==> config.mk <==
export PLATFORM = sky130hd
export DESIGN_NAME = tick_divider
export DESIGN_NICKNAME = d
export VERILOG_FILES = /design/src/rtl/tick_divider.sv
export SDC_FILE = /design/constraint.sdc
export NUM_CORES = 1
export LEC_CHECK = 0
export CORE_UTILIZATION = 45
export CTS_CLUSTER_DIAMETER = 150
export DETAILED_ROUTE_END_ITERATION = 10
export GPL_ROUTABILITY_DRIVEN = 1
export PLACE_DENSITY = 0.75
export SYNTH_ARGS = -nofsm -noshare
export SYNTH_HDL_FRONTEND = slang
export SYNTH_SLANG_ARGS = --single-unit
==> constraint.sdc <==
create_clock -name clk -period 2.5 [get_ports clk]
set_input_delay 0.5 -clock clk [delete_from_list [all_inputs] [get_ports clk]]
set_output_delay 0.5 -clock clk [all_outputs]
set_load 0.005 [all_outputs]
==> src/rtl/tick_divider.sv <==
// Runtime-programmable tick divider: counts tick_in strobes and pulses tc_pulse every N ticks.
// Optional `TICKDIV_PERIOD_CNT_EN adds a saturating period_cnt output of tc_pulses since start.
module tick_divider #(
    parameter int DIV_WIDTH   = 4,
    parameter int DEFAULT_DIV = 10
) (
    input  logic                 clk,
    input  logic                 rst,
    input  logic                 tick_in,
    input  logic                 start,
    input  logic                 stop,
    input  logic                 oneshot,
    input  logic [DIV_WIDTH-1:0] div_val,
    output logic [DIV_WIDTH-1:0] count,
    output logic                 tc_pulse,
    output logic                 busy,
`ifdef TICKDIV_PERIOD_CNT_EN
    output logic [7:0]           period_cnt,
`endif
    output logic                 done
);

    localparam logic [1:0] ST_IDLE = 2'd0;
    localparam logic [1:0] ST_RUN  = 2'd1;
    localparam logic [1:0] ST_DONE = 2'd2;

    localparam logic [DIV_WIDTH-1:0] DEF_N = DIV_WIDTH'(DEFAULT_DIV);
    localparam logic [DIV_WIDTH-1:0] ONE   = DIV_WIDTH'(1);

    logic [1:0]           r_state;
    logic [DIV_WIDTH-1:0] r_count;
    logic [DIV_WIDTH-1:0] r_n;
    logic                 r_oneshot;
    logic                 r_tc;
    logic                 r_busy;
    logic                 r_done;

    logic [1:0]           w_state_next;
    logic [DIV_WIDTH-1:0] w_count_next;
    logic [DIV_WIDTH-1:0] w_n_next;
    logic                 w_oneshot_next;
    logic                 w_tc_next;
    logic                 w_last;

    // r_n is never zero, so r_n - 1 cannot underflow.
    assign w_last = (r_count == (r_n - ONE));

    always_comb begin
        w_state_next   = r_state;
        w_count_next   = r_count;
        w_n_next       = r_n;
        w_oneshot_next = r_oneshot;
        w_tc_next      = 1'b0;
        if (stop) begin
            w_state_next = ST_IDLE;
            w_count_next = '0;
        end else if (start) begin
            w_n_next       = (div_val == '0) ? DEF_N : div_val;
            w_oneshot_next = oneshot;
            w_count_next   = '0;
            w_state_next   = ST_RUN;
        end else if ((r_state == ST_RUN) && tick_in) begin
            if (w_last) begin
                w_count_next = '0;
                w_tc_next    = 1'b1;
                if (r_oneshot) begin
                    w_state_next = ST_DONE;
                end
            end else begin
                w_count_next = r_count + ONE;
            end
        end
    end

    always_ff @(posedge clk) begin
        if (rst) begin
            r_state   <= ST_IDLE;
            r_count   <= '0;
            r_n       <= DEF_N;
            r_oneshot <= 1'b0;
            r_tc      <= 1'b0;
            r_busy    <= 1'b0;
            r_done    <= 1'b0;
        end else begin
            r_state   <= w_state_next;
            r_count   <= w_count_next;
            r_n       <= w_n_next;
            r_oneshot <= w_oneshot_next;
            r_tc      <= w_tc_next;
            r_busy    <= (w_state_next == ST_RUN);
            r_done    <= (w_state_next == ST_DONE);
        end
    end

`ifdef TICKDIV_PERIOD_CNT_EN
    logic [7:0] r_period_cnt;

    // Advances on the same edge that raises tc_pulse; stop leaves it untouched.
    always_ff @(posedge clk) begin
        if (rst || (start && !stop)) begin
            r_period_cnt <= 8'd0;
        end else if (w_tc_next && (r_period_cnt != 8'hFF)) begin
            r_period_cnt <= r_period_cnt + 8'd1;
        end
    end

    assign period_cnt = r_period_cnt;
`endif

    assign count    = r_count;
    assign tc_pulse = r_tc;
    assign busy     = r_busy;
    assign done     = r_done;

endmodule
After elaboration in Yosys (flattened, before gate mapping)
Index checks and enable logic that the tools add are counted.
{ "totals": {"regBits": 14, "latch_bits": 0, "mem_bits_rw": 0, "mem_bits_ro": 0, "out_inout_bits": 7, "wordCells": 28, "n_memories": 0} }
{ "op_classes": {"add_sub_neg": 2, "multipliers": 0, "div": 0, "order_cmp": 0, "eq_ne": 4, "shifts": 0, "n_mux": 8, "bitwise": 2, "reduce_logical": 5} }
{ "ops": {"columns": ["op", "count"], "rows": [
  ["$mux 2", 5],
  ["$mux 4", 2],
  ["$add 4x1->4 const B", 1],
  ["$eq 2x1->1 const B", 2],
  ["$eq 4x4->1", 1],
  ["$logic_not 4->1", 1],
  ["$reduce_or 4->1", 1],
  ["$sub 4x1->4 const B", 1],
  ["$reduce_or 3->1", 1],
  ["$eq 2x2->1 const B", 1],
  ["$not 1->1", 2],
  ["$reduce_and 2->1", 1],
  ["$logic_and 1x1->1", 1],
  ["$mux 1", 1]
]} }

Depth between registers and ports, before layout
{ "logic_depth": {"word_depth": 7, "ltp_mapped": 6, "ltp_nobuf": 6} }

Worst setup path after synthesis
No wires, ideal clock.
{ "synth_path": {"kind": "reg2reg", "start": "reg r_n[0]", "end": "reg r_busy, in the netlist busy", "setup_time_ps": 126, "arrival_ps": 1603, "t_required_ps": 2374, "slack_ps": 771, "stages_incl_launch_ff": 7, "n_path_buf": 0, "period_less_slack_ps": 1729, "cell_sequence": "dfxtp_1 inv_1 ha_1 xnor2_1 or4b_4 o31ai_1 a211oi_1"} }
{ "synth_between": {"elab_chain_cells": 7} }
{ "synth_lines": {"columns": ["item", "line", "rtl"], "rows": [
  ["from (decl)", "32", "logic [DIV_WIDTH-1:0] r_n;"],
  ["from (signal assigned)", "87", "r_n <= w_n_next;"],
  ["$sub 4x1->4", "46", "assign w_last = (r_count == (r_n - ONE));"],
  ["$eq 4x4->1", "46", null],
  ["$mux 2", "63", "if (w_last) begin"],
  ["$mux 2", "62", "end else if ((r_state == ST_RUN) && tick_in) begin"],
  ["$mux 2", "57", "end else if (start) begin"],
  ["$mux 2", "54", "if (stop) begin"],
  ["$eq 2x1->1", "90", "r_busy <= (w_state_next == ST_RUN);"],
  ["to (signal assigned)", "90", null],
  ["to (decl)", "35", "logic r_busy;"]
]} }
Every way passes these cells.
A chain may end at the register's enable or synchronous reset.

Worst setup path in the final report
Ends and elaborated chain as after synthesis.

==> flow_metrics.tcl <==
set metrics [dict create \
    ys_warn_count 0 \
    synth_largest_type_area_fraction 0.428 \
    global_route.usage.total 0.190 \
    grt_max_degree 9 \
    synth.net_count 82 \
    synth.cell_area_um2 654 \
    slew_at_the_pin_closest_to_its_max_slew_limit_ps 536 \
    tritoncts_num_sinks 14 \
    cts_tree "built" \
    postCtsSetupRepairBufs 0 \
    ioPinCount 17 \
    floorplan.initialDensity 0.491 \
    multiInputGateArea_um2 344 \
    cp-end-kind "register" \
    pwr_density_cell_mw_per_mm2 512 \
    critical_path.top_delay_family "simple AND/OR/NAND/NOR gates" \
    clock_tree.htree_level_count 1 \
    drt_pre_antenna_iters 4 \
    final.setup.tns_ps 0 \
    power.clock.fraction 0.360 \
    avgRoutedWirePerCell_um 11.4 \
    post_cts_resized 0 \
    die_width_um 40.1 \
    synth_sequential_area_ratio 0.428 \
    synth_commonest_cells "sky130_fd_sc_hd__dfxtp_1 (14), sky130_fd_sc_hd__nor3_1 (7), sky130_fd_sc_hd__nor2_1 (6)" \
    yosysMostFrequentCell "sky130_fd_sc_hd__dfxtp_1" \
    maxCapViolations 0 \
    share_seq_of_total_power 0.525 \
    maxSlewViolCount 0 \
    net_sw_frac 0.218 \
    power_switching_w 0.0000964 \
    critical_path_peak_fanout 4 \
    r2r_start "r_n[0]" \
    die_area_mm2 0.00161 \
    finalSetupViolations 0 \
    global_route_wire_length_before_repair_um 2010 \
    place.port_buffers 16 \
    clockBufferDepth 2 \
    hold_path_depth 2 \
    routabilityCongestion 0.749 \
    finalCritPeriodShare 0.751 \
    min_period_ps 1880 \
    fillCellCount 115 \
    hpwlAfterDp_um 902 \
    finalHoldViolCount 0 \
    synth_top_area_cell "sky130_fd_sc_hd__dfxtp_1" \
    detailroute.via_count 550 \
    synth_cell_type_count 24 \
    route.final.wire_length_um 1170 \
    number_of_nets_in_the_layout 101 \
    hp-start "r_state[1]" \
    drive_gt1_frac 0.0682 \
    synth_ff_type "sky130_fd_sc_hd__dfxtp_1" \
    hold_end "r_state[1]" \
    fp-row-count 13 \
    combinational_power_share 0.115 \
    core_area_mm2 0.00133 \
    r2r-end "busy" \
    yosys-top-cells-area "sky130_fd_sc_hd__dfxtp_1 (43%), sky130_fd_sc_hd__xnor2_1 (6.7%), sky130_fd_sc_hd__nor3_1 (5.4%)" \
    grt-ovfl-total 0 \
    type_of_element_launching_the_critical_path "register" \
    initial_antenna_violation_count 0 \
    worst_path_largest_cell_delay_ps 510 \
    fmax_mhz 532 \
    area_delta_synth_final_pct 32.3 \
    leakage_nw 0.309 \
    num_antenna_cells 0 \
    synth-edff-count 0 \
    avgSynthCellArea_um2 9.35 \
    path_cells "inv_1 -> ha_1 -> xnor2_1 -> or4b_4 -> o31ai_1 -> a211oi_1" \
    hold_path_class "register to register" \
    final-seq-area_um2 280 \
    reg2regPathDepth 6 \
    power.total_w 0.000443 \
    worstPathBufferInverterCount 1 \
    rsz0062_at_grt "no" \
    tritoncts.num_buffers 3 \
    synthesis.instances 70 \
    clk_pin_slew_worst_paths_ps 80 \
    drcViolationCount 0 \
    grt_pass1_vias 480 \
    route.detailed.vias_per_inst 5.34 \
    critical_path_required_ps 2660 \
    outcome "finished, final reports clean" \
    ir_drop_mv 0.298 \
    hold_buf_count_cts 0 \
    synth_async_sr_flop_share 0 \
    drtAntennaViolNets 0 \
    p_int_w 0.000346 \
    synth_seq_cells 14 \
    detail_route.iter0.violations 12 \
    crit_path_max_delay_cell_type "sky130_fd_sc_hd__or4b_4" \
    path_class "register to register" \
    worst-endpoint-arrival_ps 2040 \
    timing.max_slew.rel_slack 0.642 \
    r2r_slack_ps 620 \
    die-height_um 40.1 \
    clock_latency_on_the_worst_skew_pair_ps 270 \
    final.setup_skew_ps 2.70 \
    ctsRootBufferMaster "sky130_fd_sc_hd__clkbuf_4" \
]
## layout by cell type, fill, tap and decap left out, types with 2 or more instances in the layout
| cell type | instances |
|---|---|
| sky130_fd_sc_hd__a211oi_1 | 2 |
| sky130_fd_sc_hd__a21oi_1 | 4 |
| sky130_fd_sc_hd__clkbuf_4 | 3 |
| sky130_fd_sc_hd__clkdlybuf4s50_1 | 16 |
| sky130_fd_sc_hd__dfxtp_1 | 14 |
| sky130_fd_sc_hd__ha_1 | 2 |
| sky130_fd_sc_hd__inv_1 | 5 |
| sky130_fd_sc_hd__mux2i_1 | 2 |
| sky130_fd_sc_hd__nand2b_1 | 3 |
| sky130_fd_sc_hd__nor2_1 | 6 |
| sky130_fd_sc_hd__nor2b_1 | 2 |
| sky130_fd_sc_hd__nor3_1 | 7 |
| sky130_fd_sc_hd__o22ai_1 | 2 |
| sky130_fd_sc_hd__o31ai_1 | 2 |
| sky130_fd_sc_hd__xnor2_1 | 5 |
| sky130_fd_sc_hd__xor2_1 | 2 |
## flip-flops by register name, indices dropped and copies added (netlist names)
name       cells
busy           1
count          4
done           1
r_n            4
r_oneshot      1
r_state        2
tc_pulse       1
## per-layer routing
layer | wire length [µm] | share of wire | global-route usage | vias to the layer above
li1 | - | - | - | 278
met1 | 569 | 0.49 | 0.247 | 257
met2 | 541 | 0.46 | 0.294 | 13
met3 | 54 | 0.046 | 0.0500 | 2
met4 | 5 | 0.0043 | 0.0776 | 0
met5 | 0 | 0 | 0 | -
## final cells by class
| class | count | area share |
|---|---|---|
| multi-input cells | 48 | 0.397 |
| repair buffers | 17 | 0.194 |
| clock buffers | 4 | 0.0419 |
| inverters | 5 | 0.0217 |
| flip-flops and latches | 14 | 0.324 |
| well taps | 15 | 0.0217 |
## how the worst max path moves through the flow
stage,depth (start not counted),from,endpoint
final,6,r_n[0],busy
after CTS,6,r_n[0],busy
after floorplan,6,r_n[0],busy
after global routing,6,r_n[0],count[0]
after global placement,5,tick_in,r_state[0]
after detailed placement,5,tick_in,busy
## power groups by stage
stage | combinational (W) | clock (W) | sequential, W
after floorplan | 0.0000272 | 0 | 0.000237
after global placement | 0.0000501 | 0 | 0.000238
after detailed placement | 0.0000506 | 0 | 0.000238
after CTS | 0.0000509 | 0.000165 | 0.000233
after global routing | 0.0000564 | 0.000174 | 0.000233
final | 0.0000507 | 0.000160 | 0.000233
## per-stage QoR
stage | util | setup WS, ps | hold WS [ps] | instance area, µm² | instances
2_1_floorplan | - | 771 | 456 | 654 | 70
3_3_place_gp | 0.622 | 406 | 473 | 830 | 99
3_5_place_dp | 0.622 | 373 | 485 | 830 | 99
4_1_cts | 0.649 | 616 | 500 | 866 | 103
5_1_grt | 0.649 | 476 | 567 | 866 | 103
6_report | 0.649 | 621 | 502 | 866 | 103
## worst register-to-register path, stage by stage (launching register included)
cell,delay [ps]
sky130_fd_sc_hd__dfxtp_1,380
sky130_fd_sc_hd__inv_1,70
sky130_fd_sc_hd__ha_1,300
sky130_fd_sc_hd__xnor2_1,150
sky130_fd_sc_hd__or4b_4,510
sky130_fd_sc_hd__o31ai_1,240
sky130_fd_sc_hd__a211oi_1,110
## cell families (layout without fill, tap and decap cells)
family / Yosys count / in the layout / share of synthesized area
XOR/XNOR: 8 / 8 / 0.128
adder cells (fa/ha/maj): 2 / 2 / 0.0382
AO/OA/AOI/OAI: 11 / 11 / 0.109
AND/OR/NAND/NOR: 25 / 25 / 0.220
multiplexers: 2 / 2 / 0.0306
buffers and inverters: 8 / 26 / 0.0459
flip-flops: 14 / 14 / 0.428
Note: power is estimated with default switching activity, not from simulation.
